## src/rtl/riscv_pkg.sv

```systemverilog
// Shared fetch-stage definitions: datapath widths, the canonical NOP encoding
// and the fetch FSM state encodings.
package riscv_pkg;

    localparam int XLEN = 32;
    localparam int ILEN = 32;
    localparam logic [ILEN-1:0] NOP = 32'h0000_0013;

    typedef enum logic [1:0] {
        FETCH_REQ  = 2'd0,
        FETCH_WAIT = 2'd1,
        FETCH_DROP = 2'd2
    } fetch_state_e;

endpackage

```

## src/rtl/fetch_fifo.sv

```systemverilog
// Small synchronous FIFO holding fetched {pc, instr} pairs; flush clears
// pointers and count in one edge and wins over any coincident push or pop.
module fetch_fifo #(
    parameter int DEPTH = 2,
    parameter int WIDTH = 64,
    localparam int PTR_W = $clog2(DEPTH),
    localparam int CNT_W = $clog2(DEPTH + 1)
) (
    input  logic             clk,
    input  logic             rst_n,
    input  logic             flush_i,
    input  logic             push_i,
    input  logic [WIDTH-1:0] wdata_i,
    input  logic             pop_i,
    output logic [WIDTH-1:0] rdata_o,
    output logic [CNT_W-1:0] count_o,
    output logic             full_o,
    output logic             empty_o
);

    logic [WIDTH-1:0] mem_q [DEPTH];
    logic [WIDTH-1:0] mem_d [DEPTH];
    logic [PTR_W-1:0] wr_ptr_q, wr_ptr_d;
    logic [PTR_W-1:0] rd_ptr_q, rd_ptr_d;
    logic [CNT_W-1:0] count_q, count_d;
    logic             do_push, do_pop;

    assign full_o  = (count_q == CNT_W'(DEPTH));
    assign empty_o = (count_q == '0);
    assign count_o = count_q;
    assign rdata_o = mem_q[rd_ptr_q];

    assign do_push = push_i && !full_o;
    assign do_pop  = pop_i && !empty_o;

    always_comb begin
        mem_d    = mem_q;
        wr_ptr_d = wr_ptr_q;
        rd_ptr_d = rd_ptr_q;
        count_d  = count_q;
        if (flush_i) begin
            wr_ptr_d = '0;
            rd_ptr_d = '0;
            count_d  = '0;
        end else begin
            if (do_push) begin
                mem_d[wr_ptr_q] = wdata_i;
                wr_ptr_d        = wr_ptr_q + PTR_W'(1);
            end
            if (do_pop) begin
                rd_ptr_d = rd_ptr_q + PTR_W'(1);
            end
            count_d = count_q + CNT_W'(do_push) - CNT_W'(do_pop);
        end
    end

    always_ff @(posedge clk or negedge rst_n) begin
        if (!rst_n) begin
            mem_q    <= '{default: '0};
            wr_ptr_q <= '0;
            rd_ptr_q <= '0;
            count_q  <= '0;
        end else begin
            mem_q    <= mem_d;
            wr_ptr_q <= wr_ptr_d;
            rd_ptr_q <= rd_ptr_d;
            count_q  <= count_d;
        end
    end

endmodule

```

## src/rtl/instr_fetch_buffer.sv

```systemverilog
// Fetch stage: one-outstanding instruction memory reads, buffered {pc, instr}
// presented to decode, with redirect flush and stale-response dropping.
//
// state      | meaning
// FETCH_REQ  | idle; may issue a read when the buffer has room
// FETCH_WAIT | one read outstanding; its data will be buffered
// FETCH_DROP | one read outstanding after a redirect; its data is discarded
module instr_fetch_buffer
    import riscv_pkg::*;
#(
    parameter int XLEN  = riscv_pkg::XLEN,
    parameter int DEPTH = 2
) (
    input  logic            clk,
    input  logic            reset,
    input  logic [XLEN-1:0] pc_i,
    output logic            pc_advance_o,
    input  logic            redirect_i,
    output logic            imem_req_o,
    output logic [XLEN-1:0] imem_addr_o,
    input  logic            imem_gnt_i,
    input  logic            imem_rvalid_i,
    input  logic [31:0]     imem_rdata_i,
    output logic            instr_valid_o,
    output logic [31:0]     instr_o,
    output logic [XLEN-1:0] instr_pc_o,
    input  logic            instr_ready_i
);

    localparam int CNT_W = $clog2(DEPTH + 1);

    fetch_state_e    state_q, state_d;
    logic [XLEN-1:0] pend_pc_q, pend_pc_d;
    logic [XLEN-1:0] pc_word;
    logic            req, adv, push, pop;
    logic [CNT_W-1:0] fifo_count;
    logic            fifo_full, fifo_empty;
    logic [XLEN+31:0] fifo_rdata;

    assign pc_word = pc_i & ~XLEN'(3);

    always_comb begin
        state_d   = state_q;
        pend_pc_d = pend_pc_q;
        req       = 1'b0;
        adv       = 1'b0;
        push      = 1'b0;
        unique case (state_q)
            FETCH_REQ: begin
                req = (fifo_count < CNT_W'(DEPTH)) && !redirect_i;
                if (req && imem_gnt_i) begin
                    adv       = 1'b1;
                    pend_pc_d = pc_word;
                    state_d   = FETCH_WAIT;
                end
            end
            FETCH_WAIT: begin
                if (imem_rvalid_i) begin
                    push    = !redirect_i;
                    state_d = FETCH_REQ;
                end else if (redirect_i) begin
                    state_d = FETCH_DROP;
                end
            end
            FETCH_DROP: begin
                if (imem_rvalid_i) begin
                    state_d = FETCH_REQ;
                end
            end
            default: state_d = FETCH_REQ;
        endcase
    end

    always_ff @(posedge clk or negedge reset) begin
        if (!reset) begin
            state_q   <= FETCH_REQ;
            pend_pc_q <= '0;
        end else begin
            state_q   <= state_d;
            pend_pc_q <= pend_pc_d;
        end
    end

    // Combinational outputs are forced low while reset is held.
    assign imem_req_o    = req && reset;
    assign pc_advance_o  = adv && reset;
    assign imem_addr_o   = reset ? pc_word : '0;
    assign instr_valid_o = !fifo_empty;
    assign pop           = instr_valid_o && instr_ready_i && !redirect_i;
    assign instr_pc_o    = fifo_rdata[XLEN+31:32];
    assign instr_o       = fifo_rdata[31:0];

    fetch_fifo #(
        .DEPTH (DEPTH),
        .WIDTH (XLEN + 32)
    ) u_fifo (
        .clk     (clk),
        .rst_n   (reset),
        .flush_i (redirect_i),
        .push_i  (push),
        .wdata_i ({pend_pc_q, imem_rdata_i}),
        .pop_i   (pop),
        .rdata_o (fifo_rdata),
        .count_o (fifo_count),
        .full_o  (fifo_full),
        .empty_o (fifo_empty)
    );

    a_no_push_full: assert property (@(posedge clk) disable iff (!reset)
        !(push && fifo_full));
    c_gnt_no_req: cover property (@(posedge clk) disable iff (!reset)
        imem_gnt_i && !imem_req_o);
    c_rvalid_in_req: cover property (@(posedge clk) disable iff (!reset)
        (state_q == FETCH_REQ) && imem_rvalid_i);

endmodule

```

## config.mk

```make
export PLATFORM = sky130hd
export DESIGN_NAME = instr_fetch_buffer
export DESIGN_NICKNAME = d
export VERILOG_FILES = /design/src/rtl/riscv_pkg.sv /design/src/rtl/fetch_fifo.sv /design/src/rtl/instr_fetch_buffer.sv
export SDC_FILE = /design/constraint.sdc
export NUM_CORES = 1
export LEC_CHECK = 0
export ABC_CLOCK_PERIOD_IN_PS = 4160
export CAP_MARGIN = 0
export CORE_UTILIZATION = 40
export CTS_CLUSTER_DIAMETER = 60
export DETAILED_ROUTE_END_ITERATION = 8
export GPL_TIMING_DRIVEN = 1
export HOLD_SLACK_MARGIN = 0.05
export PLACE_DENSITY = 0.66
export SYNTH_ARGS = -nofsm -noshare
export SYNTH_HDL_FRONTEND = slang
export SYNTH_SLANG_ARGS = --single-unit
```

## constraint.sdc

```tcl
create_clock -name clk -period 4.16 [get_ports clk]
set_input_delay 0.624 -clock clk [delete_from_list [all_inputs] [get_ports clk]]
set_output_delay 0.624 -clock clk [all_outputs]
set_load 0.02 [all_outputs]
```

==> flow_summary.yaml <==
status:
  outcome: "finished clean"
worst_setup_path:
  critPathCaptureType: "output port"
  cp-start-kind: "flip-flop"
  cp_data_required_time_ns: 3.54
  critPathMaxStageDelay_ns: 0.84
  cp.arrival_ns: 2.56
  reg2reg_depth: 4
  worst-path-max-fanout: 37
  cpMaxStageDelayCell: "dfrtp_2"
  r2r_slack_ns: 1.93
  crit_path_cell_trace: "buf_12, mux2_2, clkdlybuf4s50_1"
  path_class: "flip-flop to output port"
  r2r_start: "state_q[0]$_DFFE_PN0P_"
  cpLargestDelayFamily: "buffers and inverters"
  reg2reg_to: "u_fifo.mem_q[4]$_DFFE_PN0P_"
  crit_buf_inv: 2
global_route:
  antenna_found_initial: 0
  grtUsageTotal: 0.1681
  overflow: 0
  first_global_vias: 4799
  grt_max_degree: 90
  grt_pass1_wl_um: 25540
finish:
  area_growth_pct: 29.27
  final_cell_mix: "clkdlybuf4s50_1 (161), dfrtp_1 (159), mux2_4 (119)"
  nets: 704
  final_common_cell: "clkdlybuf4s50_1"
  drive_gt1_frac: 0.4124
  final_util: 0.5291
  num_antenna_cells: 0
  final_cells: 879
yosys:
  synthArstFlopShare: 1.000
  synth_ff_type: "dfrtp_1"
  synth_mux_area_frac: 0.3775
  synth_xor_area_frac: 0.003432
  synth_top_family_by_area: "multiplexers"
  syn_inst: 469
  avgSynthCellArea_sq_um: 16.32
  synth_simple_gate_area_frac: 0.04135
  netlist_area_sq_um: 7656
  synth-adder-area-share: 0.003269
  synth_compound_area_frac: 0.001961
  synth_edf_count: 0
  yosys_warnings: 0
  ys_seq_area_frac: 0.5230
  synth_seq_cells: 160
  synth_cell_types: 28
clock_network:
  ctsHoldBuffers: 0
  cts_resized: 0
  cts_tree: "done"
  clk_pin_slew_ns: 0.06
  post_cts_buffers: 0
  clk_path_buf_depth: 2
  cts_buffers: 17
  clk_latency_ns: 0.43
  htree_levels: 4
  root_buffer: "clkbuf_16"
  clock_sinks: 160
die:
  floorplan.initialDensity: 0.4093
  ios: 169
  die_area_sq_um: 19700
  placementRows: 50
  die_w_um: 140.4
  die_h_um: 140.4
  coreArea_sq_um: 18710
power_and_ir_drop:
  p_leak_nw: 4.508
  ir_drop_mv: 0.2723
  powerDensity_nw_per_um2: 611.2
placed_design:
  place_congestion: 0.7379
  place_inst: 847
  dp_hpwl_um: 9882
  pre_cts_slack_ns: 0.9602
  port_buffers: 162
drt:
  vias_per_cell: 4.884
  drc: 0
  wl_um: 15590
  drt_first_pass_iters: 4
  num_vias: 4293
  ant_nets: 0
  wl_per_cell_um: 17.73
  drt-initial-drc-count: 117
sta:
  worst_slack_ns: 0.9784
  holdWs_ns: 0.2564
  fmax_ghz: 0.3143
  final-setup-viol-count: 0
  drv_slew: 0
  max-slew-margin-rel: 0.4191
  fin_tns_setup_ns: 0
  worst_slew_pin_slew_ns: 0.8683
  final_hold_viol_count: 0
  skew_ns: 0.008546
  rsz0062_at_grt: "false"
  min_period_ns: 3.182
  post-route-period-util: 0.7648
job:
  cap_violations: 0
min_path:
  hold_class: "input pin to async pin"
## per-layer routing
layer | up-vias | GRT usage | wire length (um)
li1 | 1966 | - | -
met1 | 2204 | 0.2192 | 7247
met2 | 115 | 0.2766 | 7523
met3 | 8 | 0.04684 | 699
met4 | 0 | 0.03991 | 115
met5 | - | 0 | 0
## state kept, by name, summed over array words and instances (netlist names)
register,cells
pend_pc_q,30
state_q,2
u_fifo.rd_ptr_q,1
u_fifo.count_o,2
u_fifo.wr_ptr_q,1
u_fifo.mem_q,124
## synth_stat cells, drive strengths merged (2+ instances only)
cell | instances | area [sq um]
clkbuf | 4 | 15.01
buf | 28 | 352.8
mux2 | 217 | 2890
nand2 | 3 | 11.26
xor2 | 2 | 17.52
dfrtp | 160 | 4004
nand2b | 2 | 12.51
nor2 | 5 | 18.77
inv | 2 | 7.510
and2 | 31 | 193.9
ha | 2 | 25.02
and3 | 2 | 13.77
o21ai | 3 | 15.01
## how the worst max path moves through the flow
| stage | depth (start not counted) | startpoint | slack, ns | to |
|---|---|---|---|---|
| finish | 3 | u_fifo.rd_ptr_q$_DFFE_PN0P_ | 0.98 | instr_pc_o[11] |
| global route | 3 | u_fifo.rd_ptr_q$_DFFE_PN0P_ | 0.86 | instr_pc_o[11] |
| CTS | 3 | u_fifo.rd_ptr_q$_DFFE_PN0P_ | 0.95 | instr_pc_o[11] |
| detailed placement | 4 | redirect_i | 0.96 | imem_req_o |
| global placement | 4 | redirect_i | 0.96 | imem_req_o |
| floorplan | 3 | redirect_i | 2.19 | pc_advance_o |
## cell families after synthesis
kind of cell    count (synthesis)
fa+ha+maj                       2
buf+inv                        34
compound gates                  3
flops                         160
simple gates                   49
other cells                     1
xor+xnor                        3
mux                           217
## worst register-to-register path: cells and delay by family (launching register included)
family	cells	cell delay (ns)
and+or+nand+nor	2	0.93
DFF	1	0.44
muxes	1	0.38
buffers and inverters	1	0.37
## power by group
group	total, mW	switching (mW)	leakage (nW)	internal (mW)
combinational	2.23	0.862	2.21	1.37
sequential	2.31	0.283	2.03	2.03
clock	1.51	0.660	0.270	0.848
## cell type report
cell class / instances / area (sq um)
Fill cell: 1528 / 8808
Sequential cell: 160 / 4005
Multi-Input combinational cell: 278 / 3291
Timing Repair Buffer: 173 / 1730
Clock buffer: 18 / 439.2
Tap cell: 234 / 292.8
Clock inverter: 14 / 131.4
Inverter: 2 / 7.507
## per-stage QoR
stage	instance area, sq um	total power [mW]
after CTS	9897	6.112
final	9897	6.049
after detailed placement	9326	4.565
after floorplan	7667	3.669
after global routing	9897	6.342
after global placement	9326	4.510
Note: power is estimated with default switching activity, not from simulation.
==> RTL edit: new RTL, same settings <==
Make the reset (`reset` and `rst_n`) synchronous in 2 clocked blocks.
--- a/src/rtl/fetch_fifo.sv
+++ b/src/rtl/fetch_fifo.sv
@@ -54,7 +54,7 @@
         end
     end
 
-    always_ff @(posedge clk or negedge rst_n) begin
+    always_ff @(posedge clk) begin
         if (!rst_n) begin
             mem_q    <= '{default: '0};
             wr_ptr_q <= '0;
--- a/src/rtl/instr_fetch_buffer.sv
+++ b/src/rtl/instr_fetch_buffer.sv
@@ -71,7 +71,7 @@
         endcase
     end
 
-    always_ff @(posedge clk or negedge reset) begin
+    always_ff @(posedge clk) begin
         if (!reset) begin
             state_q   <= FETCH_REQ;
             pend_pc_q <= '0;
Formal check against the unedited RTL: differs if reset is asserted again (counterexample within 4 cycles, from zero or initial values and one cycle with reset low); with reset held inactive, the same outputs for 4 cycles.
==> RTL edit against the unedited design <==
  * Critical path depth shrank 1
  * Global-route usage grew 1.3 points
  * Fmax grew 3.8%
  * Design area shrank 7.1%
  * Sequential cell count is the same
  * Utilization grew 2.1 points
  * Clock skew is essentially flat
  * Setup slack gained 0.12 ns
  * Synthesized area shrank 9.7%
  * First-iteration DRC count grew 110%
  * Register-to-register slack lost 0.09 ns
  * Wire length grew 1.1%
  * Critical path type unchanged
  * Largest cell class is now multi-input gates
Power is not compared: it rests on default switching activity, and its combinational part moved more than twofold at a synthesized area within 25%.
==> RTL edit: results (changes against the unedited design) <==
{| class="wikitable"
! Metric !! Value
|-
| Overall Global Routing Usage || 18.10% (+1.3 points)
|-
| Layout cell share with drive strength beyond 1 || 12.63% (-29 points)
|-
| R2r setup slk || 1.84 ns (-0.09 ns)
|-
| Ant diodes || 0 (unchanged)
|-
| Number of cells on the worst hold path || 2
|-
| Part of the Yosys area used for sequential elements || 46.33% (-6.0 points)
|-
| Via density per instance || 4.749 (-2.8%)
|-
| Cell with the largest stage delay on the worst path || dfxtp_4
|-
| Number of enable flip-flop cells after synthesis || 0 (unchanged)
|-
| Total net switching power || 795.7 uW
|-
| 1st-iter DRT viols || 241 (+110%)
|-
| Vias in the first global route || 5183 (+8.0%)
|-
| Clock skew after layout || 0.008220 ns (-0.0003257 ns)
|-
| Met1 Wirelength || 7214 um (-0.46%)
|-
| Wire length of the first global-routing pass || 25360 um (-0.67%)
|-
| Critical path data arrival time || 2.44 ns (-0.12 ns)
|-
| Maximum VDD drop || 0.0002937 V
|-
| Leading post-synthesis cells by instance count || nand2_1, dfxtp_1, mux2i_1
|-
| Filler cell count || 1463 (-4.3%)
|-
| CP max stage delay || 0.99 ns (+0.15 ns)
|-
| Number of optimization iterations in the first detailed-route pass || 6 (+2)
|-
| Dpl hpwl || 10120 um (+2.4%)
|-
| Final wirelength || 15750 um (+1.1%)
|-
| Async SR Flop Fraction || 0% (-100 points)
|-
| Wire length on met2 || 7583 um (+0.80%)
|-
| WHS || 0.4522 ns (+0.1958 ns)
|-
| Routability cong. || 0.7189 (-2.6%)
|-
| Transition time at the pin with the least slew margin || 0.9906 ns (+0.1223 ns)
|-
| Top routing layer in use || met4
|-
| Worst flop-to-flop path startpoint || state_q[0]
|-
| Destination of the worst register-to-register timing path || u_fifo.mem_q[64]
|-
| Result of the run || finished, final reports clean
|-
| Primary FF master, synth || dfxtp_1
|-
| Total Nets Final || 922 (+31%)
|-
| Number of distinct library cells after synthesis || 27 (-3.6%)
|-
| Largest net degree at the start of global routing || 108 (+20%)
|-
| Max FO, Critical Path || 63 (+70%)
|-
| Detailed-routed wire length on met3 || 763 um (+9.2%)
|-
| Type of the tightest min-delay check || flop to flop
|-
| Top cells by area in the synthesized netlist || dfxtp_1, mux2i_1, nand2_1
|}
-- RTL edit: cell count changes after synthesis, moves of 26 or more --
cell,change
dfrtp_1,-160
clkbuf_1,+26
mux2_4,-119
mux2_2,-34
mux2i_1,+155
dfxtp_1,+160
and2_1,-28
nand2_1,+215
inv_1,+33
-- RTL edit: final cells by class --
cell class                      count  share of cell area (%)
Multi-Input combinational cell    466                   35.57
Sequential cell                   160                   34.88
Timing Repair Buffer              170                   18.30
Clock buffer                       19                   4.926
Tap cell                          220                   2.994
Clock inverter                     13                   1.905
Inverter                           35                   1.429
-- RTL edit: metal layers --
metal | global-route usage (%) | vias to the layer above
met4 | 6.944 | 0
met5 | 0 | -
li1 | - | 2600
met1 | 22.02 | 2408
met2 | 30.67 | 124
met3 | 4.490 | 11
-- RTL edit: kinds of logic (layout without fill, tap and decap cells) --
logic type / Yosys count / in the layout / synth area share [%]
AO/OA/AOI/OAI: 4 / 4 / 0.3799
adder cells (fa/ha/maj): 2 / 2 / 0.3619
other: 1 / 4 / 0.05424
XOR/XNOR: 2 / 2 / 0.2534
flip-flops: 160 / 160 / 46.33
buffers and inverters: 87 / 237 / 6.641
AND/OR/NAND/NOR: 237 / 237 / 13.45
multiplexers: 217 / 217 / 32.54
-- RTL edit: metrics by stage --
| stage | std cells | worst slack (ns) | total power [uW] | instance area [um^2] |
|---|---|---|---|---|
| 6_report | 1083 | 1.094 | 3466 | 9195 |
| 5_1_grt | 1083 | 0.9939 | 3596 | 9195 |
| 4_1_cts | 1083 | 1.060 | 3509 | 9195 |
| 3_5_place_dp | 1051 | 1.096 | 1861 | 8567 |
| 3_3_place_gp | 1051 | 1.108 | 1855 | 8567 |
| 2_1_floorplan | 713 | 1.829 | 1737 | 6925 |
-- RTL edit: power groups by stage --
stage / clock network (uW) / registers [uW] / logic, uW
after global placement: 0 / 1590 / 261
after floorplan: 0 / 1590 / 144
after global routing: 1750 / 1560 / 287
final: 1640 / 1560 / 266
after CTS: 1680 / 1560 / 268
after detailed placement: 0 / 1590 / 266
-- RTL edit: worst max-delay path: cells and delay by family, from the launching register on --
| kind | cells | cell delay [ns] |
|---|---|---|
| buf+inv | 1 | 0.57 |
| mux | 1 | 0.43 |
| flops | 1 | 0.99 |
-- RTL edit: how the worst max path moves through the flow --
stage / slack, ns / from / cells after the start / to
global placement: 1.11 / redirect_i / 5 / u_fifo.mem_q[66]
global route: 0.99 / u_fifo.rd_ptr_q / 2 / instr_pc_o[4]
floorplan: 1.83 / redirect_i / 4 / pc_advance_o
detailed placement: 1.10 / redirect_i / 5 / u_fifo.mem_q[82]
finish: 1.09 / u_fifo.rd_ptr_q / 2 / instr_pc_o[15]
CTS: 1.06 / u_fifo.rd_ptr_q / 2 / instr_pc_o[15]
